**src/rtl/pipelined_addsub32.sv**
```systemverilog
// pipelined_addsub32
//   Two-stage pipelined adder/subtractor with valid/ready handshakes.
//   Stage 1 computes the low-half sum and both possible upper-half sums
//   (carry-in 0 and carry-in 1). Stage 2 picks the correct upper half with
//   the registered low-half carry, then forms carry-out and signed overflow.
//
// Ports:
//   clk       - clock, all state updates on the rising edge
//   resetn    - asynchronous active-low reset
//   in_valid  - an operation is presented on a, b, sub
//   in_ready  - the block accepts the presented operation this cycle
//   a, b      - operands (WIDTH bits)
//   sub       - 0 = a + b, 1 = a - b
//   out_valid - result/cout/overflow hold a valid result
//   out_ready - consumer accepts the result this cycle
//   result    - sum or difference, modulo 2^WIDTH
//   cout      - carry-out; for subtract, 1 means no borrow (a >= b unsigned)
//   overflow  - signed two's-complement overflow

module pipelined_addsub32 #(
  parameter int WIDTH = 32
) (
  input  logic             clk,
  input  logic             resetn,
  input  logic             in_valid,
  output logic             in_ready,
  input  logic [WIDTH-1:0] a,
  input  logic [WIDTH-1:0] b,
  input  logic             sub,
  output logic             out_valid,
  input  logic             out_ready,
  output logic [WIDTH-1:0] result,
  output logic             cout,
  output logic             overflow
);

  localparam int HALF = WIDTH / 2;

  // Stage 1 registers
  logic            v1_q, v1_d;
  logic [HALF-1:0] lo_sum_q, lo_sum_d;
  logic            lo_carry_q, lo_carry_d;
  logic [HALF:0]   hi0_q, hi0_d;
  logic [HALF:0]   hi1_q, hi1_d;
  logic            a_msb_q, a_msb_d;
  logic            bx_msb_q, bx_msb_d;

  // Stage 2 registers
  logic             v2_q, v2_d;
  logic [WIDTH-1:0] result_q, result_d;
  logic             cout_q, cout_d;
  logic             overflow_q, overflow_d;

  // Combinational intermediates
  logic [WIDTH-1:0] bx;
  logic [HALF:0]    lo_calc;
  logic [HALF:0]    hi0_calc;
  logic [HALF:0]    hi1_calc;
  logic [HALF:0]    hi_sel;
  logic [WIDTH-1:0] result_calc;
  logic             adv1, adv2;
  logic             load1, load2;

  // A stage may take new data when it is empty or its content moves on
  // this cycle; in_ready therefore depends on out_ready but never on in_valid.
  always_comb begin
    adv2  = !v2_q || out_ready;
    adv1  = !v1_q || adv2;
    load1 = in_valid && adv1;
    load2 = v1_q && adv2;
  end

  assign in_ready = adv1;

  // Stage 1 arithmetic: subtraction is a + ~b + 1, with the +1 folded into
  // the low-half carry-in. Both upper-half outcomes are precomputed so that
  // stage 2 only has to select one.
  always_comb begin
    bx       = b ^ {WIDTH{sub}};
    lo_calc  = {1'b0, a[HALF-1:0]} + {1'b0, bx[HALF-1:0]} + {{HALF{1'b0}}, sub};
    hi0_calc = {1'b0, a[WIDTH-1:HALF]} + {1'b0, bx[WIDTH-1:HALF]};
    hi1_calc = hi0_calc + {{HALF{1'b0}}, 1'b1};
  end

  // Stage 2 arithmetic: carry select and signed overflow from the operand
  // sign bits captured in stage 1.
  always_comb begin
    hi_sel      = lo_carry_q ? hi1_q : hi0_q;
    result_calc = {hi_sel[HALF-1:0], lo_sum_q};
  end

  // Next-state logic. Data registers only load on an actual transfer so the
  // outputs keep their last value while the pipeline is idle.
  always_comb begin
    v1_d       = v1_q;
    lo_sum_d   = lo_sum_q;
    lo_carry_d = lo_carry_q;
    hi0_d      = hi0_q;
    hi1_d      = hi1_q;
    a_msb_d    = a_msb_q;
    bx_msb_d   = bx_msb_q;
    v2_d       = v2_q;
    result_d   = result_q;
    cout_d     = cout_q;
    overflow_d = overflow_q;

    if (adv1) begin
      v1_d = in_valid;
    end
    if (load1) begin
      lo_sum_d   = lo_calc[HALF-1:0];
      lo_carry_d = lo_calc[HALF];
      hi0_d      = hi0_calc;
      hi1_d      = hi1_calc;
      a_msb_d    = a[WIDTH-1];
      bx_msb_d   = bx[WIDTH-1];
    end

    if (adv2) begin
      v2_d = v1_q;
    end
    if (load2) begin
      result_d   = result_calc;
      cout_d     = hi_sel[HALF];
      overflow_d = (a_msb_q == bx_msb_q) && (result_calc[WIDTH-1] != a_msb_q);
    end
  end

  always_ff @(posedge clk or negedge resetn) begin
    if (!resetn) begin
      v1_q       <= 1'b0;
      lo_sum_q   <= '0;
      lo_carry_q <= 1'b0;
      hi0_q      <= '0;
      hi1_q      <= '0;
      a_msb_q    <= 1'b0;
      bx_msb_q   <= 1'b0;
      v2_q       <= 1'b0;
      result_q   <= '0;
      cout_q     <= 1'b0;
      overflow_q <= 1'b0;
    end else begin
      v1_q       <= v1_d;
      lo_sum_q   <= lo_sum_d;
      lo_carry_q <= lo_carry_d;
      hi0_q      <= hi0_d;
      hi1_q      <= hi1_d;
      a_msb_q    <= a_msb_d;
      bx_msb_q   <= bx_msb_d;
      v2_q       <= v2_d;
      result_q   <= result_d;
      cout_q     <= cout_d;
      overflow_q <= overflow_d;
    end
  end

  assign out_valid = v2_q;
  assign result    = result_q;
  assign cout      = cout_q;
  assign overflow  = overflow_q;

endmodule

```
**config.mk**
```make
export PLATFORM = sky130hd
export DESIGN_NAME = pipelined_addsub32
export DESIGN_NICKNAME = d
export VERILOG_FILES = /design/src/rtl/pipelined_addsub32.sv
export SDC_FILE = /design/constraint.sdc
export NUM_CORES = 1
export LEC_CHECK = 0
export BUFFER_PORTS_ARGS = -buffer_cell sky130_fd_sc_hd__buf_2
export CORE_MARGIN = 2
export CORE_UTILIZATION = 27
export CTS_CLUSTER_SIZE = 30
export DETAILED_ROUTE_END_ITERATION = 6
export PLACE_DENSITY = 0.46
export SYNTH_ARGS = -nofsm -noshare
export SYNTH_HDL_FRONTEND = slang
export SYNTH_SLANG_ARGS = --single-unit
```
**constraint.sdc**
```tcl
create_clock -name clk -period 1.75 [get_ports clk]
set_input_delay 0.35 -clock clk [delete_from_list [all_inputs] [get_ports clk]]
set_output_delay 0.35 -clock clk [all_outputs]
set_load 0.005 [all_outputs]
```
=== After elaboration in Yosys (flattened, before gate mapping) ===
Cells that the tools add are included.
Widths: inputs -> output; s select.

* Flip-flop bits (word level): 89
* Input port bits: 69
* Output and inout bits: 36
* Word-level logic and storage cells: 26

* $add $sub $neg: 4
* Equal/unequal tests: 2
* Muxes and demuxes: 1
* Bitwise operators: 1
* Reductions and logical operators: 7

{| class="wikitable"
|+ Operators by type and width
! operator !! number
|-
| $add 16x16->17 || 2
|-
| $xor 32x32->32 || 1
|-
| $add 17x1->17 || 1
|-
| $add 17x1->17 const B || 1
|-
| $mux 17 || 1
|-
| $logic_and 1x1->1 || 3
|-
| $logic_not 1->1 || 2
|-
| $logic_or 1x1->1 || 2
|-
| $eq 1x1->1 || 1
|-
| $ne 1x1->1 || 1
|}

=== Logic depth before layout (Yosys ltp) ===
* Depth after elaboration: 4
* Gate-level depth with buffers: 14
* Mapped depth without buffers: 12

=== Least setup slack after synthesis ===
Ideal clock, no wire load.

* Path type: input port to flip-flop
* Start: in sub
* End: reg hi1_q[15]
* Library setup time: 0.129 ns
* Arrival time: 3.756 ns
* Required time: 1.621 ns
* Slack: -2.135 ns
* Stages: 14
* Buffers on the path: 2
* Cells stage by stage: clkbuf_1 clkbuf_1 xor2_1 ha_1 fa_1 a211o_2 a2111o_1 o311ai_2 nand4_2 nor4_4 nand2_1 or4b_1 xor2_1 o21ai_1

* Longest elaborated chain between the ends: 3

{| class="wikitable"
|+ RTL lines
! what !! line !! RTL
|-
| start, declared || 29 || <nowiki>input logic sub,</nowiki>
|-
| $xor 32x32->32 || 79 || <nowiki>bx = b ^ {WIDTH{sub}};</nowiki>
|-
| $add 16x16->17 || 81 || <nowiki>hi0_calc = {1'b0, a[WIDTH-1:HALF]} + {1'b0, bx[WIDTH-1:HALF]};</nowiki>
|-
| $add 17x1->17 || 82 || <nowiki>hi1_calc = hi0_calc + {{HALF{1'b0}}, 1'b1};</nowiki>
|-
| end signal, assigned || 147 || <nowiki>hi1_q <= hi1_d;</nowiki>
|-
| end, declared || 44 || <nowiki>logic [HALF:0] hi1_q, hi1_d;</nowiki>
|}

Every way passes these cells.
A chain may end at the register's enable or synchronous reset.

=== Worst setup path in the final report ===
* Start: in sub
* End: reg hi1_q[16]

The elaborated chain is that of the path after synthesis.

==> results.ini <==
[run_status]
status = finished with violations
violations = setup timing

[clocking]
cts_tree = built
cts.clk_slew.worst_paths_ps = 60
worstSkewPairLatency_ps = 340
clkSinkCount = 89
htree_levels = 3
cts_buffer_depth = 2
cts_inserted_buffers = 9
clockRootBuffer = clkbuf_16

[grt]
grt_pass1_vias = 4999
grt_max_degree = 53
grt_pass1_wl_um = 24800
grt_overflow = 0
antenna_found_initial = 0
grt_usage_pct = 14.0

[pwr]
p_seq_share_pct = 32.5
powerDensity_mw_per_mm2 = 1050
ir_drop_uv = 435
comb_power_share_pct = 45.5
intPower_mw = 6.28
leakage_nw = 4.14
clockPowerShare_pct = 22.0
switching_share_pct = 33.4
power_switching_mw = 3.15
power_mw = 9.43

[yosys]
synth_largest_area_cell = dfrtp_1
synth_top_area_share_pct = 39.8
ys_types = 68
yosys_warnings = 0
synth_ff_type = dfrtp_1
avgSynthCellArea_sq_um = 9.98
ys_top_cells_by_count = dfrtp_1, nand2_1, o21ai_0
ys_seq_area_share_pct = 39.8
post-synth-top-count-cell = dfrtp_1
synth_cells = 561
synth_nets = 664
synth_area_sq_mm = 0.00560
synth_seq_cells = 89
async_flop_share_pct = 100
synth_edf_count = 0
synth.area.top_cells = dfrtp_1, ha_1, xor2_1

[route]
drtPass1Iterations = 4
routed_wirelength_um = 15400
drtAntennaViolNets = 0
drc = 0
wire_per_inst_um = 14.1
viasPerCell = 4.53
via_count = 4937
detail_route.iter0.violations = 126

[placement]
gp_congestion = 0.822
hpwl_um = 11400
io_buffers = 104
dp.cells = 1034

[sta]
fmax_ghz = 0.331
slew_violations = 0
setup_viol = 44
fin_ws_ps = -1270
min_period_over_period_pct = 173
rsz0062_at_grt = true
hold_violations = 0
skew_ps = 13.1
worstMarginPinSlew_ps = 395
fin_crit_ps = 3020
slew-limit-headroom_pct = 73.6

[setup_path]
cp_slowest_stage_delay_ps = 380
start_kind = input pin
crit_required_ps = 1970
crit_path_end_kind = register
cp_slowest_cell = a211o_4
path_max_fanout = 5
arrival_ps = 3240
worstSetupPathType = in -> reg
crit_chain = buf_12 -> xor2_2 -> ha_2 -> fa_2 -> a211o_4 -> buf_6 -> a2111oi_4 -> buf_4 -> and2_4 -> nand4b_1 -> nor4_2 -> nand4b_1 -> xnor2_1 -> o21ai_1
ff2ff_setup_slack_ps = 390
critPathMostFrequentCell = nand4b_1

[flow_run]
drv_cap = 0

[die]
core-area_sq_mm = 0.0203
row_count = 52
dieArea_sq_mm = 0.0219
dieWidth_um = 148
initial_core_util_pct = 27.6
ios = 105
die_y_um = 148

[layout]
nets = 919
syn_to_final_growth_pct = 59.7
insertedDiodeCount = 0
final_cells = 1091
drive_gt1_share_pct = 52.6

[worst_hold_path]
min_path_type = in -> reg

## cell families after synthesis
family                   Yosys count  share of synthesized area (%)
adder cells (fa/ha/maj)           34                           7.86
AO/OA/AOI/OAI                    140                           17.0
multiplexers                      48                           9.27
buffers and inverters             37                           2.52
AND/OR/NAND/NOR                  148                           13.3
XOR/XNOR                          65                           10.3
flip-flops                        89                           39.8
## worst max-delay path: cells and delay by family
family | cells | cell delay [ps]
AO/OA/AOI/OAI | 3 | 830
AND/OR/NAND/NOR | 4 | 730
adder cells (fa/ha/maj) | 2 | 540
buffers and inverters | 3 | 440
XOR/XNOR | 2 | 340
## state kept, by name, summed over array words and instances (netlist names)
register,count
a_msb_q,1
bx_msb_q,1
cout,1
hi0_q,17
hi1_q,17
lo_carry_q,1
lo_sum_q,16
out_valid,1
overflow,1
result,32
v1_q,1
## metal layers
metal	GRT usage, %	wire (um)
met1	19.6	7560
met2	22.5	7180
met3	2.31	411
met4	3.81	195
met5	0	0
## layout make-up
class	count	area, sq um
inverter	14	55.1
timing repair buffer	267	2020
clock inverter	7	93.8
clock buffer	9	225
sequential	89	2230
multi-input combinational	435	3990
tap	270	338
fill	1978	11400
## power by group through the flow
stage	clock, mW	combinational, mW	sequential [mW]
2_1_floorplan	0	1.97	3.06
3_3_place_gp	0	3.45	3.09
3_5_place_dp	0	3.52	3.12
4_1_cts	2.13	4.04	3.08
5_1_grt	2.23	4.68	3.16
6_report	2.07	4.29	3.07
## what timing repair did
item,CTS,global route
hold endpoints to repair,18,0
setup endpoints to repair,46,44
setup buffers,41,19
gates resized for setup,95,79
hold buffers,1,0
gates cloned,1,0
pin swaps,44,41
## through the flow
| step | worst slack (ps) | utilization [%] | TNS, ps | area (sq um) | hold slack [ps] |
|---|---|---|---|---|---|
| CTS | -1240 | 42.1 | -29180 | 8550 | 243 |
| finish | -1270 | 44.1 | -29770 | 8940 | 265 |
| detailed placement | -1710 | 36.9 | -50530 | 7500 | 267 |
| global placement | -1660 | 36.9 | -47270 | 7500 | 264 |
| floorplan | -1730 | - | -35150 | 5800 | 54.4 |
| global route | -1450 | 44.1 | -33910 | 8940 | 251 |
## final timing paths
check                           start          to  depth (start not counted)
min in group asynchronous      resetn    hi0_q[6]                          2
setup reg to reg                 v1_q    hi0_q[0]                          4
setup / recovery                  sub   hi1_q[16]                         14
hold / removal               in_valid        v1_q                          2
hold reg to reg            result[23]  result[23]                          2
max in group asynchronous      resetn  result[15]                          3
## cells in the final DEF, fill, tap and decap left out, types with 22 or more instances in the layout
cell type / instances
ha_1: 27
buf_6: 30
nand2_1: 68
buf_2: 102
o21ai_1: 22
buf_4: 122
mux2_2: 29
o21ai_0: 34
dfrtp_1: 89
xor2_1: 32
(Power assumes the default switching activity.)
